[config.mk]
export PLATFORM = sky130hd
export DESIGN_NAME = hazard_stall_controller_flat
export DESIGN_NICKNAME = d
export VERILOG_FILES = /design/src/rtl/hazard_stall_controller_pkg.sv /design/src/rtl/hazard_stall_controller_if.sv /design/src/rtl/hazard_stall_controller_fwd_sel.sv /design/src/rtl/hazard_stall_controller.sv /design/src/flat_wrapper.sv
export SDC_FILE = /design/constraint.sdc
export NUM_CORES = 1
export LEC_CHECK = 0
export CAP_MARGIN = 30
export CORE_MARGIN = 3
export CORE_UTILIZATION = 36
export CTS_CLUSTER_DIAMETER = 50
export DETAILED_ROUTE_END_ITERATION = 8
export PLACE_DENSITY = 0.88
export SYNTH_ARGS = -nofsm -noshare
export SYNTH_HDL_FRONTEND = slang
export SYNTH_SLANG_ARGS = --single-unit
[constraint.sdc]
create_clock -name clk -period 4.7 [get_ports clk]
set_input_delay 1.175 -clock clk [delete_from_list [all_inputs] [get_ports clk]]
set_output_delay 1.175 -clock clk [all_outputs]
set_load 0.02 [all_outputs]
[src/rtl/hazard_stall_controller_pkg.sv]
// Shared types and constants for the hazard/stall controller: FSM state
// encoding and the operand-forward select codes.
package hazard_pkg;

  typedef enum logic [1:0] {
    RUN     = 2'd0,
    LDSTALL = 2'd1,
    DRAIN   = 2'd2
  } state_t;

  localparam logic [1:0] FWD_RF  = 2'b00;
  localparam logic [1:0] FWD_EX  = 2'b01;
  localparam logic [1:0] FWD_MEM = 2'b10;
  localparam logic [1:0] FWD_WB  = 2'b11;

  // Wide enough for the largest legal drain length (7).
  localparam int DRAIN_W = 3;

endpackage

[src/rtl/hazard_stall_controller_if.sv]
// Pipeline-side bundle for the hazard controller: ID/EX/MEM/WB hazard inputs
// and the enable/flush/forward/counter outputs.
interface hazard_stall_controller_if #(
  parameter int REG_W = 5
);
  logic [REG_W-1:0] id_rs1;
  logic [REG_W-1:0] id_rs2;
  logic             id_uses_rs1;
  logic             id_uses_rs2;
  logic             id_serialize;
  logic [REG_W-1:0] ex_rd;
  logic [REG_W-1:0] mem_rd;
  logic [REG_W-1:0] wb_rd;
  logic             ex_rf_enable;
  logic             mem_rf_enable;
  logic             wb_rf_enable;
  logic             ex_load;
  logic             ex_redirect;
  logic             pc_le;
  logic             ifid_le;
  logic             ifid_flush;
  logic             idex_bubble;
  logic [1:0]       fwd_a;
  logic [1:0]       fwd_b;
  logic [31:0]      stall_count;
  logic [31:0]      flush_count;

  modport master (
    output id_rs1, id_rs2, id_uses_rs1, id_uses_rs2, id_serialize,
           ex_rd, mem_rd, wb_rd, ex_rf_enable, mem_rf_enable, wb_rf_enable,
           ex_load, ex_redirect,
    input  pc_le, ifid_le, ifid_flush, idex_bubble, fwd_a, fwd_b,
           stall_count, flush_count
  );

  modport slave (
    input  id_rs1, id_rs2, id_uses_rs1, id_uses_rs2, id_serialize,
           ex_rd, mem_rd, wb_rd, ex_rf_enable, mem_rf_enable, wb_rf_enable,
           ex_load, ex_redirect,
    output pc_le, ifid_le, ifid_flush, idex_bubble, fwd_a, fwd_b,
           stall_count, flush_count
  );

endinterface

[src/rtl/hazard_stall_controller_fwd_sel.sv]
// Per-operand forward select: nearest producing stage wins, x0 never forwards.
module hazard_fwd_sel
  import hazard_pkg::*;
#(
  parameter int REG_W = 5
) (
  input  logic [REG_W-1:0] rs,
  input  logic [REG_W-1:0] ex_rd,
  input  logic             ex_en,
  input  logic [REG_W-1:0] mem_rd,
  input  logic             mem_en,
  input  logic [REG_W-1:0] wb_rd,
  input  logic             wb_en,
  output logic [1:0]       sel
);

  always_comb begin
    sel = FWD_RF;
    if (rs != '0) begin
      if (ex_en && (ex_rd == rs))        sel = FWD_EX;
      else if (mem_en && (mem_rd == rs)) sel = FWD_MEM;
      else if (wb_en && (wb_rd == rs))   sel = FWD_WB;
    end
  end

endmodule

[src/rtl/hazard_stall_controller.sv]
// Pipeline hazard/stall controller: load-use stalls, redirect flushes,
// serializing-instruction drains and ID-stage forward selects.
// Optional performance counters enabled by defining HAZARD_PERF_CNT_EN.
module hazard_stall_controller
  import hazard_pkg::*;
#(
  parameter int DRAIN_CYCLES = 3,
  parameter int REG_W        = 5
) (
  input  logic                     clk,
  input  logic                     Reset,
  hazard_stall_controller_if.slave hz
);

  state_t             state;
  state_t             state_n;
  logic [DRAIN_W-1:0] drain_cnt;
  logic [DRAIN_W-1:0] drain_cnt_n;

  logic       ld_haz;
  logic       pc_le;
  logic       ifid_le;
  logic       ifid_flush;
  logic       idex_bubble;
  logic [1:0] fwd_a_raw;
  logic [1:0] fwd_b_raw;

  assign ld_haz = hz.ex_load && hz.ex_rf_enable && (hz.ex_rd != '0) &&
                  ((hz.id_uses_rs1 && (hz.id_rs1 == hz.ex_rd)) ||
                   (hz.id_uses_rs2 && (hz.id_rs2 == hz.ex_rd)));

  // A load in EX has no result yet, so it is never an EX forward source.
  hazard_fwd_sel #(.REG_W(REG_W)) u_fwd_a (
    .rs     (hz.id_rs1),
    .ex_rd  (hz.ex_rd),
    .ex_en  (hz.ex_rf_enable && !hz.ex_load),
    .mem_rd (hz.mem_rd),
    .mem_en (hz.mem_rf_enable),
    .wb_rd  (hz.wb_rd),
    .wb_en  (hz.wb_rf_enable),
    .sel    (fwd_a_raw)
  );

  hazard_fwd_sel #(.REG_W(REG_W)) u_fwd_b (
    .rs     (hz.id_rs2),
    .ex_rd  (hz.ex_rd),
    .ex_en  (hz.ex_rf_enable && !hz.ex_load),
    .mem_rd (hz.mem_rd),
    .mem_en (hz.mem_rf_enable),
    .wb_rd  (hz.wb_rd),
    .wb_en  (hz.wb_rf_enable),
    .sel    (fwd_b_raw)
  );

  always_ff @(posedge clk) begin
    if (!Reset) begin
      state     <= RUN;
      drain_cnt <= '0;
    end else begin
      state     <= state_n;
      drain_cnt <= drain_cnt_n;
    end
  end

  always_comb begin
    state_n     = state;
    drain_cnt_n = drain_cnt;
    pc_le       = 1'b1;
    ifid_le     = 1'b1;
    ifid_flush  = 1'b0;
    idex_bubble = 1'b0;
    if (!Reset) begin
      pc_le       = 1'b0;
      ifid_le     = 1'b0;
      ifid_flush  = 1'b1;
      idex_bubble = 1'b1;
      state_n     = RUN;
      drain_cnt_n = '0;
    end else if (hz.ex_redirect) begin
      // Flush beats load: IF/ID must be zeroed, not loaded.
      ifid_le     = 1'b0;
      ifid_flush  = 1'b1;
      idex_bubble = 1'b1;
      state_n     = RUN;
      drain_cnt_n = '0;
    end else begin
      unique case (state)
        RUN: begin
          if (ld_haz) begin
            pc_le       = 1'b0;
            ifid_le     = 1'b0;
            idex_bubble = 1'b1;
            state_n     = LDSTALL;
          end else if (hz.id_serialize) begin
            pc_le       = 1'b0;
            ifid_le     = 1'b0;
            idex_bubble = 1'b1;
            drain_cnt_n = DRAIN_W'(DRAIN_CYCLES - 1);
            state_n     = DRAIN;
          end
        end
        LDSTALL: state_n = RUN;
        DRAIN: begin
          if (drain_cnt != '0) begin
            pc_le       = 1'b0;
            ifid_le     = 1'b0;
            idex_bubble = 1'b1;
            drain_cnt_n = drain_cnt - DRAIN_W'(1);
          end else begin
            state_n = RUN;
          end
        end
        default: state_n = RUN;
      endcase
    end
  end

  assign hz.pc_le       = pc_le;
  assign hz.ifid_le     = ifid_le;
  assign hz.ifid_flush  = ifid_flush;
  assign hz.idex_bubble = idex_bubble;
  assign hz.fwd_a       = Reset ? fwd_a_raw : FWD_RF;
  assign hz.fwd_b       = Reset ? fwd_b_raw : FWD_RF;

`ifdef HAZARD_PERF_CNT_EN
  logic [31:0] stall_q;
  logic [31:0] flush_q;

  always_ff @(posedge clk) begin
    if (!Reset) begin
      stall_q <= '0;
      flush_q <= '0;
    end else begin
      if (!pc_le)     stall_q <= stall_q + 32'd1;
      if (ifid_flush) flush_q <= flush_q + 32'd1;
    end
  end

  assign hz.stall_count = stall_q;
  assign hz.flush_count = flush_q;
`else
  assign hz.stall_count = 32'h0;
  assign hz.flush_count = 32'h0;
`endif

endmodule

[src/flat_wrapper.sv]
// flat-port wrapper written by rule: the top's interface ports become plain ports
module hazard_stall_controller_flat import hazard_pkg::*;
#(
  parameter int DRAIN_CYCLES = 3,
  parameter int REG_W        = 5
)
  (clk, Reset, hz_id_rs1, hz_id_rs2, hz_id_uses_rs1, hz_id_uses_rs2, hz_id_serialize, hz_ex_rd, hz_mem_rd, hz_wb_rd, hz_ex_rf_enable, hz_mem_rf_enable, hz_wb_rf_enable, hz_ex_load, hz_ex_redirect, hz_pc_le, hz_ifid_le, hz_ifid_flush, hz_idex_bubble, hz_fwd_a, hz_fwd_b, hz_stall_count, hz_flush_count);
  hazard_stall_controller_if #(.REG_W(REG_W)) hz_i ();
  input  logic clk;
  input  logic Reset;
  input wire logic [$bits(hz_i.id_rs1)-1:0] hz_id_rs1;
  input wire logic [$bits(hz_i.id_rs2)-1:0] hz_id_rs2;
  input wire logic [$bits(hz_i.id_uses_rs1)-1:0] hz_id_uses_rs1;
  input wire logic [$bits(hz_i.id_uses_rs2)-1:0] hz_id_uses_rs2;
  input wire logic [$bits(hz_i.id_serialize)-1:0] hz_id_serialize;
  input wire logic [$bits(hz_i.ex_rd)-1:0] hz_ex_rd;
  input wire logic [$bits(hz_i.mem_rd)-1:0] hz_mem_rd;
  input wire logic [$bits(hz_i.wb_rd)-1:0] hz_wb_rd;
  input wire logic [$bits(hz_i.ex_rf_enable)-1:0] hz_ex_rf_enable;
  input wire logic [$bits(hz_i.mem_rf_enable)-1:0] hz_mem_rf_enable;
  input wire logic [$bits(hz_i.wb_rf_enable)-1:0] hz_wb_rf_enable;
  input wire logic [$bits(hz_i.ex_load)-1:0] hz_ex_load;
  input wire logic [$bits(hz_i.ex_redirect)-1:0] hz_ex_redirect;
  output wire logic [$bits(hz_i.pc_le)-1:0] hz_pc_le;
  output wire logic [$bits(hz_i.ifid_le)-1:0] hz_ifid_le;
  output wire logic [$bits(hz_i.ifid_flush)-1:0] hz_ifid_flush;
  output wire logic [$bits(hz_i.idex_bubble)-1:0] hz_idex_bubble;
  output wire logic [$bits(hz_i.fwd_a)-1:0] hz_fwd_a;
  output wire logic [$bits(hz_i.fwd_b)-1:0] hz_fwd_b;
  output wire logic [$bits(hz_i.stall_count)-1:0] hz_stall_count;
  output wire logic [$bits(hz_i.flush_count)-1:0] hz_flush_count;
  assign hz_i.id_rs1 = hz_id_rs1;
  assign hz_i.id_rs2 = hz_id_rs2;
  assign hz_i.id_uses_rs1 = hz_id_uses_rs1;
  assign hz_i.id_uses_rs2 = hz_id_uses_rs2;
  assign hz_i.id_serialize = hz_id_serialize;
  assign hz_i.ex_rd = hz_ex_rd;
  assign hz_i.mem_rd = hz_mem_rd;
  assign hz_i.wb_rd = hz_wb_rd;
  assign hz_i.ex_rf_enable = hz_ex_rf_enable;
  assign hz_i.mem_rf_enable = hz_mem_rf_enable;
  assign hz_i.wb_rf_enable = hz_wb_rf_enable;
  assign hz_i.ex_load = hz_ex_load;
  assign hz_i.ex_redirect = hz_ex_redirect;
  assign hz_pc_le = hz_i.pc_le;
  assign hz_ifid_le = hz_i.ifid_le;
  assign hz_ifid_flush = hz_i.ifid_flush;
  assign hz_idex_bubble = hz_i.idex_bubble;
  assign hz_fwd_a = hz_i.fwd_a;
  assign hz_fwd_b = hz_i.fwd_b;
  assign hz_stall_count = hz_i.stall_count;
  assign hz_flush_count = hz_i.flush_count;
  hazard_stall_controller #(.DRAIN_CYCLES(DRAIN_CYCLES), .REG_W(REG_W)) u_core (.clk(clk), .Reset(Reset), .hz(hz_i));
endmodule
==> results.json <==
{
  "fp-row-count": 21,
  "seq_area_frac_synth": 0.0773,
  "die_h_um": 66.0,
  "drt-pass1-iter-count": 4,
  "wl_per_cell_um": 11.1,
  "tritoncts": "done",
  "maxSlewViolCount": 0,
  "synth_top_area_share": 0.371,
  "status": "finished, final reports clean",
  "path_clk_slew_ns": 0.04,
  "nets": 252,
  "synth-seq-cells": 5,
  "period_minus_slack_ns": 4.54,
  "viasPerCell": 4.15,
  "clock_skew_ns": 0.00388,
  "synth.area.top_cells": "buf_4, xor2_1, xnor2_1, dfxtp_1, nand3_1",
  "synth_largest_area_cell": "buf_4",
  "drive_gt1_frac": 0.0654,
  "synth_area_um2": 1290,
  "overflow": 0,
  "dpl.hpwl_mm": 2.58,
  "fin_tns_setup_ns": 0,
  "worstSetupPathType": "input port to output port",
  "max_cap_violations": 0,
  "start_util": 0.382,
  "gp_congestion": 0.845,
  "routed_wirelength_mm": 2.89,
  "synth_cell_types": 36,
  "antenna_found_initial": 0,
  "worst_slack_ns": 0.165,
  "grt_pass1_vias": 1011,
  "grtUsageTotal": 0.132,
  "synth_warnings": 0,
  "leakage_nw": 0.654,
  "cts_buffers": 3,
  "pre_cts_slack_ns": 0.163,
  "syn_avg_cell_area_um2": 7.62,
  "syn_inst": 170,
  "cts_sinks": 5,
  "h-tree-depth": 1,
  "grt_pass1_wl_mm": 4.54,
  "dieArea_um2": 4350,
  "postCtsHoldBufs": 0,
  "insertion_delay_ns": 0.24,
  "core_area_um2": 3390,
  "drtIter0Drc": 23,
  "setup_viol": 0,
  "worstPathArrival_ns": 3.36,
  "worstHoldPathType": "register to register",
  "period_share": 0.965,
  "cp-start-kind": "input port",
  "irDropWorstVdd_v": 0.0000807,
  "drc_errors": 0,
  "cp.required_ns": 3.52,
  "cts_buffer_depth": 2,
  "max_freq_mhz": 220,
  "port_buffers": 42,
  "cp_max_fo": 4,
  "rsz0062_at_grt": "no",
  "diodes": 0,
  "hold_viol_final": 0,
  "powerDensity_nw_per_um2": 149,
  "grt_start_max_net_pins": 11,
  "critPathCaptureType": "output port",
  "cts_root_buf": "clkbuf_4",
  "fill_cells": 351,
  "io_pins": 107,
  "vias": 1080,
  "area_growth_pct": 20.7,
  "die_w_um": 66.0,
  "ant_nets": 0
}
[cells by family after synthesis]
family	after synthesis	synth area share
AO/OA/AOI/OAI	19	0.115
XOR/XNOR	30	0.203
adder cells (fa/ha/maj)	2	0.0193
AND/OR/NAND/NOR	44	0.195
buffers and inverters	69	0.387
flip-flops	5	0.0773
other	1	0.00290
[through the flow]
stage | area (um^2) | cells | total power [mW] | hold WS, ns | util
after floorplan | 1530 | 233 | 0.173 | 0.479 | -
after global placement | 1530 | 256 | 0.181 | 0.492 | 0.451
after detailed placement | 1530 | 256 | 0.184 | 0.520 | 0.451
after CTS | 1560 | 260 | 0.234 | 0.526 | 0.459
after global routing | 1560 | 260 | 0.252 | 0.548 | 0.461
final | 1560 | 260 | 0.234 | 0.521 | 0.461
[cell usage in the layout (no fill, tap or decap), types with 5 or more instances in the layout]
master           synthesis  layout
nor3_1                   5       5
clkdlybuf4s50_1          0      42
nor2_1                   8       8
o21ai_0                  5       5
dfxtp_1                  5       5
xor2_1                  16      16
conb_1                   1      64
xnor2_1                 14      14
nand3_1                  7       7
[power by group]
group          total, mW  switching (mW)  internal (mW)
Clock             0.0479          0.0160         0.0320
Combinational      0.141          0.0873         0.0535
Sequential        0.0449         0.00120         0.0437
Total              0.234           0.104          0.129
[cell usage after synthesis (all sizes together)]
| cell | number |
|---|---|
| a2111oi | 1 |
| a211oi | 3 |
| a21boi | 1 |
| a21oi | 3 |
| a221oi | 1 |
| and2 | 2 |
| and3 | 2 |
| buf | 66 |
| clkbuf | 1 |
| conb | 1 |
| dfxtp | 5 |
| ha | 2 |
| inv | 2 |
| nand2 | 3 |
| nand2b | 3 |
| nand3 | 7 |
| nor2 | 8 |
| nor2b | 3 |
| nor3 | 5 |
| nor3b | 1 |
| nor4 | 4 |
| nor4bb | 1 |
| o211ai | 1 |
| o21ai | 6 |
| o22a | 1 |
| o311a | 1 |
| o31a | 1 |
| or2 | 1 |
| or3 | 1 |
| or4 | 3 |
| xnor2 | 14 |
| xor2 | 16 |
[worst paths after layout]
check | startpoint | to | slack [ns] | cells after the start
max | hz_ex_rd[3] | hz_ifid_le | 0.16 | 7
min | u_core.drain_cnt[1]$_SDFFE_PP0P_ | u_core.drain_cnt[1]$_SDFFE_PP0P_ | 0.52 | 2
max reg2reg | u_core.drain_cnt[0]$_SDFFE_PP0P_ | u_core.drain_cnt[1]$_SDFFE_PP0P_ | 3.07 | 6
min reg2reg | u_core.drain_cnt[1]$_SDFFE_PP0P_ | u_core.drain_cnt[1]$_SDFFE_PP0P_ | 0.52 | 2
[final cells by class]
class / instances / area [um^2] / share of cell area
Clock buffer: 4 / 26.3 / 0.0168
Inverter: 2 / 7.51 / 0.00480
Multi-Input combinational cell: 159 / 936 / 0.599
Sequential cell: 5 / 100 / 0.0641
Tap cell: 46 / 57.6 / 0.0368
Timing Repair Buffer: 44 / 435 / 0.279
[critical path, cell delays in order]
cell and delay, ns:
clkdlybuf4s50_1 0.48, or4_4 0.51, o211ai_2 0.19, or3_4 0.17, or2_4 0.13, and2_1 0.11
clkdlybuf4s50_1 0.60
[state kept, by name, indices dropped and copies added (netlist names)]
| register | count |
|---|---|
| u_core.state | 2 |
| u_core.drain_cnt | 3 |
[per-layer routing]
layer  wire length, um  GRT usage  up-vias
met5                 0          0        -
met4                23     0.0508        0
met3               275     0.0221        4
met2              1560      0.253       58
met1              1030      0.141      482
li1                  -          -      536
[timing repair]
| item | 4_1_cts | 5_1_grt |
|---|---|---|
| buffers inserted | 0 | 0 |
| resized for setup | 0 | 1 |
| endpoints found under the setup margin | 0 | 1 |
No activity file was read; power rests on OpenSTA's default activity.
